--- config.mk ---
export PLATFORM = sky130hd
export DESIGN_NAME = minimig_m68k_bus_master_flat
export DESIGN_NICKNAME = d
export VERILOG_FILES = /design/src/rtl/minimig_m68k_bus_master_pkg.sv /design/src/rtl/minimig_m68k_bus_master_if.sv /design/src/rtl/minimig_m68k_bus_master_wdog.sv /design/src/rtl/minimig_m68k_bus_master.sv /design/src/flat_wrapper.sv
export SDC_FILE = /design/constraint.sdc
export NUM_CORES = 1
export LEC_CHECK = 0
export CORE_ASPECT_RATIO = 0.5
export CORE_MARGIN = 10
export CORE_UTILIZATION = 40
export DETAILED_ROUTE_END_ITERATION = 10
export DONT_BUFFER_PORTS = 1
export PLACE_DENSITY_LB_ADDON = 0.25
export SYNTH_ARGS = -nofsm -noshare
export SYNTH_HDL_FRONTEND = slang
export SYNTH_SLANG_ARGS = --single-unit
--- constraint.sdc ---
create_clock -name clk -period 5.5 [get_ports clk]
set_input_delay 1.1 -clock clk [delete_from_list [all_inputs] [get_ports clk]]
set_output_delay 1.1 -clock clk [all_outputs]
set_load 0.05 [all_outputs]
--- src/rtl/minimig_m68k_bus_master_pkg.sv ---
// Shared types and defaults for the 68000-style bus initiator.
package minimig_m68k_pkg;

  typedef enum logic [3:0] {
    ST_IDLE,
    ST_S1,
    ST_S2,
    ST_S3,
    ST_S4,
    ST_S5,
    ST_S6,
    ST_S7,
    ST_DONE
  } state_t;

  localparam int TIMEOUT_DEF = 256;
  localparam int TO_W_DEF    = 9;

endpackage

--- src/rtl/minimig_m68k_bus_master_if.sv ---
// Command port plus 68000 bus pins; master = initiator side, slave = host/bridge side.
interface minimig_m68k_bus_master_if;

  logic        req;
  logic        we;
  logic [1:0]  bs;
  logic [23:1] adr;
  logic [15:0] wdat;
  logic [15:0] rdat;
  logic        ack;
  logic        err;
  logic        busy;

  logic        _as;
  logic        _uds;
  logic        _lds;
  logic        r_w;
  logic [23:1] address;
  logic [15:0] data_out;
  logic        data_oe;
  logic [15:0] data_in;
  logic        _dtack;
  logic        _berr;

  modport master (
    input  req, we, bs, adr, wdat, data_in, _dtack, _berr,
    output rdat, ack, err, busy, _as, _uds, _lds, r_w, address, data_out, data_oe
  );

  modport slave (
    output req, we, bs, adr, wdat, data_in, _dtack, _berr,
    input  rdat, ack, err, busy, _as, _uds, _lds, r_w, address, data_out, data_oe
  );

endinterface

--- src/rtl/minimig_m68k_bus_master_wdog.sv ---
// Wait-state counter for S4; hit fires on the increment that reaches TIMEOUT.
module minimig_m68k_wdog #(
  parameter int TIMEOUT = 256,
  parameter int TO_W    = 9
) (
  input  logic clk,
  input  logic clr,
  input  logic inc,
  output logic hit
);

  logic [TO_W-1:0] cnt;

  always_ff @(posedge clk) begin
    if (clr) begin
      cnt <= '0;
    end else if (inc) begin
      cnt <= cnt + 1'b1;
    end
  end

  // TIMEOUT of zero disables the abort entirely
  assign hit = (TIMEOUT != 0) && inc && ((int'(cnt) + 1) == TIMEOUT);

endmodule

--- src/rtl/minimig_m68k_bus_master.sv ---
// 68000 bus-cycle initiator: request/ack command port in, S1..S7 bus sequence out, /DTACK, /BERR, watchdog.
module minimig_m68k_bus_master
  import minimig_m68k_pkg::*;
#(
  parameter int TIMEOUT = TIMEOUT_DEF,
  parameter int TO_W    = TO_W_DEF
) (
  input  logic                     clk,
  input  logic                     _reset,
  input  logic                     clk7_en,
  input  logic                     clk7n_en,
  minimig_m68k_bus_master_if.master bus
);

  state_t     state;
  logic       we_l;
  logic [1:0] bs_l;
  logic       abort;
  logic       wd_clr;
  logic       wd_inc;
  logic       wd_hit;

  // counter idles at zero until a cycle starts; only a quiet S4 sample counts as a wait
  assign wd_clr = (state == ST_IDLE) || (state == ST_DONE);
  assign wd_inc = (state == ST_S4) && clk7n_en && !clk7_en && bus._berr && bus._dtack;

  minimig_m68k_wdog #(
    .TIMEOUT (TIMEOUT),
    .TO_W    (TO_W)
  ) u_wdog (
    .clk (clk),
    .clr (wd_clr),
    .inc (wd_inc),
    .hit (wd_hit)
  );

  always_ff @(posedge clk) begin
    bus.ack <= 1'b0;
    bus.err <= 1'b0;
    if (!_reset) begin
      state       <= ST_IDLE;
      bus._as     <= 1'b1;
      bus._uds    <= 1'b1;
      bus._lds    <= 1'b1;
      bus.r_w     <= 1'b1;
      bus.data_oe <= 1'b0;
      bus.busy    <= 1'b0;
      bus.rdat    <= '0;
      bus.address <= '0;
      abort       <= 1'b0;
    end else if (clk7_en) begin
      // rising CPU clock: moves into even states
      case (state)
        ST_S1: begin
          state   <= ST_S2;
          bus._as <= 1'b0;
          if (!we_l) begin
            bus._uds <= !bs_l[1];
            bus._lds <= !bs_l[0];
          end
        end
        ST_S3: begin
          state <= ST_S4;
          if (we_l) begin
            bus._uds <= !bs_l[1];
            bus._lds <= !bs_l[0];
          end
        end
        ST_S5: state <= ST_S6;
        ST_S7: begin
          state    <= ST_DONE;
          bus._as  <= 1'b1;
          bus._uds <= 1'b1;
          bus._lds <= 1'b1;
          bus.ack  <= !abort;
          bus.err  <= abort;
        end
        default: ;
      endcase
    end else if (clk7n_en) begin
      // falling CPU clock: moves into odd states; DONE may chain straight into a new S1
      case (state)
        ST_IDLE, ST_DONE: begin
          state       <= ST_IDLE;
          bus.r_w     <= 1'b1;
          bus.data_oe <= 1'b0;
          bus.busy    <= 1'b0;
          if (bus.req) begin
            state        <= ST_S1;
            bus.busy     <= 1'b1;
            we_l         <= bus.we;
            bs_l         <= bus.bs;
            bus.address  <= bus.adr;
            bus.data_out <= bus.wdat;
            bus.r_w      <= !bus.we;
            abort        <= 1'b0;
          end
        end
        ST_S2: begin
          state <= ST_S3;
          if (we_l) bus.data_oe <= 1'b1;
        end
        ST_S4: begin
          if (!bus._berr) begin
            state <= ST_S7;
            abort <= 1'b1;
          end else if (!bus._dtack) begin
            state <= ST_S5;
          end else if (wd_hit) begin
            state <= ST_S7;
            abort <= 1'b1;
          end
        end
        ST_S6: begin
          state <= ST_S7;
          if (!we_l && !abort) bus.rdat <= bus.data_in;
        end
        default: ;
      endcase
    end
  end

endmodule

--- src/flat_wrapper.sv ---
// flat-port wrapper written by rule: the top's interface ports become plain ports
module minimig_m68k_bus_master_flat import minimig_m68k_pkg::*;
#(
  parameter int TIMEOUT = TIMEOUT_DEF,
  parameter int TO_W    = TO_W_DEF
)
  (clk, _reset, clk7_en, clk7n_en, bus_req, bus_we, bus_bs, bus_adr, bus_wdat, bus_data_in, bus__dtack, bus__berr, bus_rdat, bus_ack, bus_err, bus_busy, bus__as, bus__uds, bus__lds, bus_r_w, bus_address, bus_data_out, bus_data_oe);
  minimig_m68k_bus_master_if bus_i ();
  input  logic clk;
  input  logic _reset;
  input  logic clk7_en;
  input  logic clk7n_en;
  input wire logic [$bits(bus_i.req)-1:0] bus_req;
  input wire logic [$bits(bus_i.we)-1:0] bus_we;
  input wire logic [$bits(bus_i.bs)-1:0] bus_bs;
  input wire logic [$bits(bus_i.adr)-1:0] bus_adr;
  input wire logic [$bits(bus_i.wdat)-1:0] bus_wdat;
  input wire logic [$bits(bus_i.data_in)-1:0] bus_data_in;
  input wire logic [$bits(bus_i._dtack)-1:0] bus__dtack;
  input wire logic [$bits(bus_i._berr)-1:0] bus__berr;
  output wire logic [$bits(bus_i.rdat)-1:0] bus_rdat;
  output wire logic [$bits(bus_i.ack)-1:0] bus_ack;
  output wire logic [$bits(bus_i.err)-1:0] bus_err;
  output wire logic [$bits(bus_i.busy)-1:0] bus_busy;
  output wire logic [$bits(bus_i._as)-1:0] bus__as;
  output wire logic [$bits(bus_i._uds)-1:0] bus__uds;
  output wire logic [$bits(bus_i._lds)-1:0] bus__lds;
  output wire logic [$bits(bus_i.r_w)-1:0] bus_r_w;
  output wire logic [$bits(bus_i.address)-1:0] bus_address;
  output wire logic [$bits(bus_i.data_out)-1:0] bus_data_out;
  output wire logic [$bits(bus_i.data_oe)-1:0] bus_data_oe;
  assign bus_i.req = bus_req;
  assign bus_i.we = bus_we;
  assign bus_i.bs = bus_bs;
  assign bus_i.adr = bus_adr;
  assign bus_i.wdat = bus_wdat;
  assign bus_i.data_in = bus_data_in;
  assign bus_i._dtack = bus__dtack;
  assign bus_i._berr = bus__berr;
  assign bus_rdat = bus_i.rdat;
  assign bus_ack = bus_i.ack;
  assign bus_err = bus_i.err;
  assign bus_busy = bus_i.busy;
  assign bus__as = bus_i._as;
  assign bus__uds = bus_i._uds;
  assign bus__lds = bus_i._lds;
  assign bus_r_w = bus_i.r_w;
  assign bus_address = bus_i.address;
  assign bus_data_out = bus_i.data_out;
  assign bus_data_oe = bus_i.data_oe;
  minimig_m68k_bus_master #(.TIMEOUT(TIMEOUT), .TO_W(TO_W)) u_core (.clk(clk), ._reset(_reset), .clk7_en(clk7_en), .clk7n_en(clk7n_en), .bus(bus_i));
endmodule
==> out/metrics.csv <==
metric,value,unit
CP Class,in -> reg,
HP Start,u_core.abort,
top-area cell type share of the netlist area,38.24,%
Setup Total Neg Slack,0,ns
"commonest cells after routing, fill and taps aside","dfxtp_1 (61), nand2_1 (54), a21boi_0 (23)",
Area Growth Syn to Fin,11.21,%
Tot GR Track Use,11.88,%
# diodes,0,
root buffer cell,clkbuf_16,
wire per inst,17.66,um
post-synthesis sequential area ratio,56.11,%
hold endpoint,u_core.bus.ack,
Mapped Cells,310,
setup bufs post-CTS,0,
Critical Path Start Type,input pin,
fill cell total of the finished layout,725,
syn_nets,376,
max-slew violation total from the final report,0,
relative slew slack,33.60,%
Pre-antenna DRT Iters,4,
Worst Setup End Kind,flop,
post-synth cell types,44,
I/O pin total,128,
# DRC,0,
Final Net Count,372,
fraction of layout instances using a drive strength above 1,7.717,%
Synth async-reset ratio,0,%
chip height,83.18,um
Syn Area/Cell,10.30,um^2
via count,2140,
Tot Pwr,1.270,mW
Synth area leader,dfxtp_1,
"Period Utilization, post-route",55.84,%
outcome,finished clean,
Worst-Skew Late Latency,0.33,ns
die width,146.4,um
Vias/cell,5.107,
clk_skew,0.008328,ns
CTS Buffer Depth,2,
PwrDens,357.7,mW/mm^2
total die area,0.01217,mm^2
Synth Cell Area,0.003193,mm^2
Detailed Route Iter0 Violations,115,
Starting Density,42.34,%
Max Fclk,325.6,MHz
final hold vios,0,
Arrival @ worst endpoint,3.03,ns
global-route wire length before repair,11650,um
hold_buf cts,0,
worst reg2reg setup slack,2.76,ns
main flop type after synthesis,dfxtp_1,
synth warn,0,
max-cap violation count,0,
r2r endpoint,u_core.bus.data_out[10],
CTS Buf Count,9,
Register-to-Register Path Depth,4,
"most common cell after layout, fill and taps aside",dfxtp_1,
setup violators final,0,
area of the multi-input gates,0.001310,mm^2
CP max FO,25,
Core Area,0.007542,mm^2
hold depth,1,
vias in the first global route,2107,
Yosys reg bits,80,
clock sink count,80,
Slew @ Worst Pin,0.9932,ns
Post-CTS Resized,0,
"EDFF count, synth",19,
Post-Route WL,7399,um
DP Wirelength,5526,um
CTS tree,built,
H-tree depth,3,
Routability Congestion,0.8618,
gr ovfl total,0,
largest net degree at the start of global routing,56,
Leak,1.155,nW
IO Port Bufs,0,
Clock transition at path regs,0.06,ns
"Req. time, crit path",5.46,ns
Sequential cell area,0.001792,mm^2
row count,22,
minimum clock period,3.071,ns
Worst VDD drop,0.1884,mV
RSZ-0062 raised after global routing,false,
synth top area cells,"dfxtp_1 (38%), edfxtp_1 (18%), nand2_1 (6.3%), mux2i_1 (5.6%), a21boi_0 (5.4%)",
"antenna viol nets, final",0,
initial antenna violation count,0,
Hold WC Path Type,reg -> reg,
R2R Path Start,u_core.state[1],
[power by group]
part | internal [mW] | switching [mW]
Clock | 0.351 | 0.228
Sequential | 0.613 | 0.0416
Combinational | 0.0154 | 0.0210
Total | 0.979 | 0.291
[logic make-up after synthesis]
kind of cell,after synthesis,share of synthesized area [%]
fa+ha+maj,1,0.3918
buf+inv,21,2.861
xor+xnor,11,3.017
mux,18,5.643
simple gates,126,20.14
compound gates,53,11.83
flops,80,56.11
[metal layers]
layer	part of all wire, %	global-route usage (%)	vias up
met3	13	7.955	12
met5	0	0	-
met1	40	12.86	986
met4	1.0	3.857	0
met2	46	18.41	85
li1	-	-	1057
[worst max-delay path, stage by stage]
cell and delay, ns:
nor2b_1 0.35, and3_1 0.80, and2_1 0.77
[synthesized netlist by cell type, drive strengths merged, types with 2 or more instances]
| library cell | n |
|---|---|
| a21boi | 23 |
| a21oi | 8 |
| a31o | 3 |
| a31oi | 3 |
| and2 | 4 |
| and3 | 9 |
| buf | 3 |
| clkbuf | 13 |
| dfxtp | 61 |
| edfxtp | 19 |
| inv | 5 |
| mux2i | 18 |
| nand2 | 54 |
| nand2b | 2 |
| nand3 | 6 |
| nor2 | 16 |
| nor2b | 20 |
| nor3 | 7 |
| o21ai | 7 |
| o22ai | 2 |
| xnor2 | 7 |
| xor2 | 4 |
[flip-flops by register name, summed over array words and instances, names as in the netlist, 2 cells and up]
| signal | count |
|---|---|
| u_core.state | 4 |
| u_core.bus.data_out | 16 |
| u_core.bs_l | 2 |
| u_core.u_wdog.cnt | 9 |
| u_core.bus.address | 23 |
| u_core.bus.rdat | 16 |
[worst max-delay path by stage]
stage / from / end
after floorplan: clk7n_en / u_core.bs_l[0]
after global placement: clk7n_en / u_core.bus.data_out[1]
after detailed placement: clk7n_en / u_core.bus.data_out[4]
after CTS: clk7n_en / u_core.bus.data_out[1]
after global routing: clk7n_en / u_core.bs_l[0]
final: clk7n_en / u_core.bus.data_out[10]
[through the flow]
step	instance area, um^2	setup slack, ns	hold WS [ns]	util, %	instances
after detailed placement	3263	2.054	0.4906	43.26	403
after floorplan	3193	2.537	0.4210	-	310
final	3551	2.429	0.5078	47.08	419
after global placement	3263	2.190	0.4806	43.26	403
after global routing	3551	2.152	0.5361	47.08	419
after CTS	3551	2.410	0.5068	47.08	419
[area by class of cell]
type                    count  area share [%]
well taps                 108           3.806
flip-flops and latches     80           50.46
repair buffers              1          0.2114
clock inverters             5           1.550
multi-input cells         209           36.89
inverters                   5          0.5285
clock buffers              11           6.554
No activity file was read; power rests on OpenSTA's default activity.
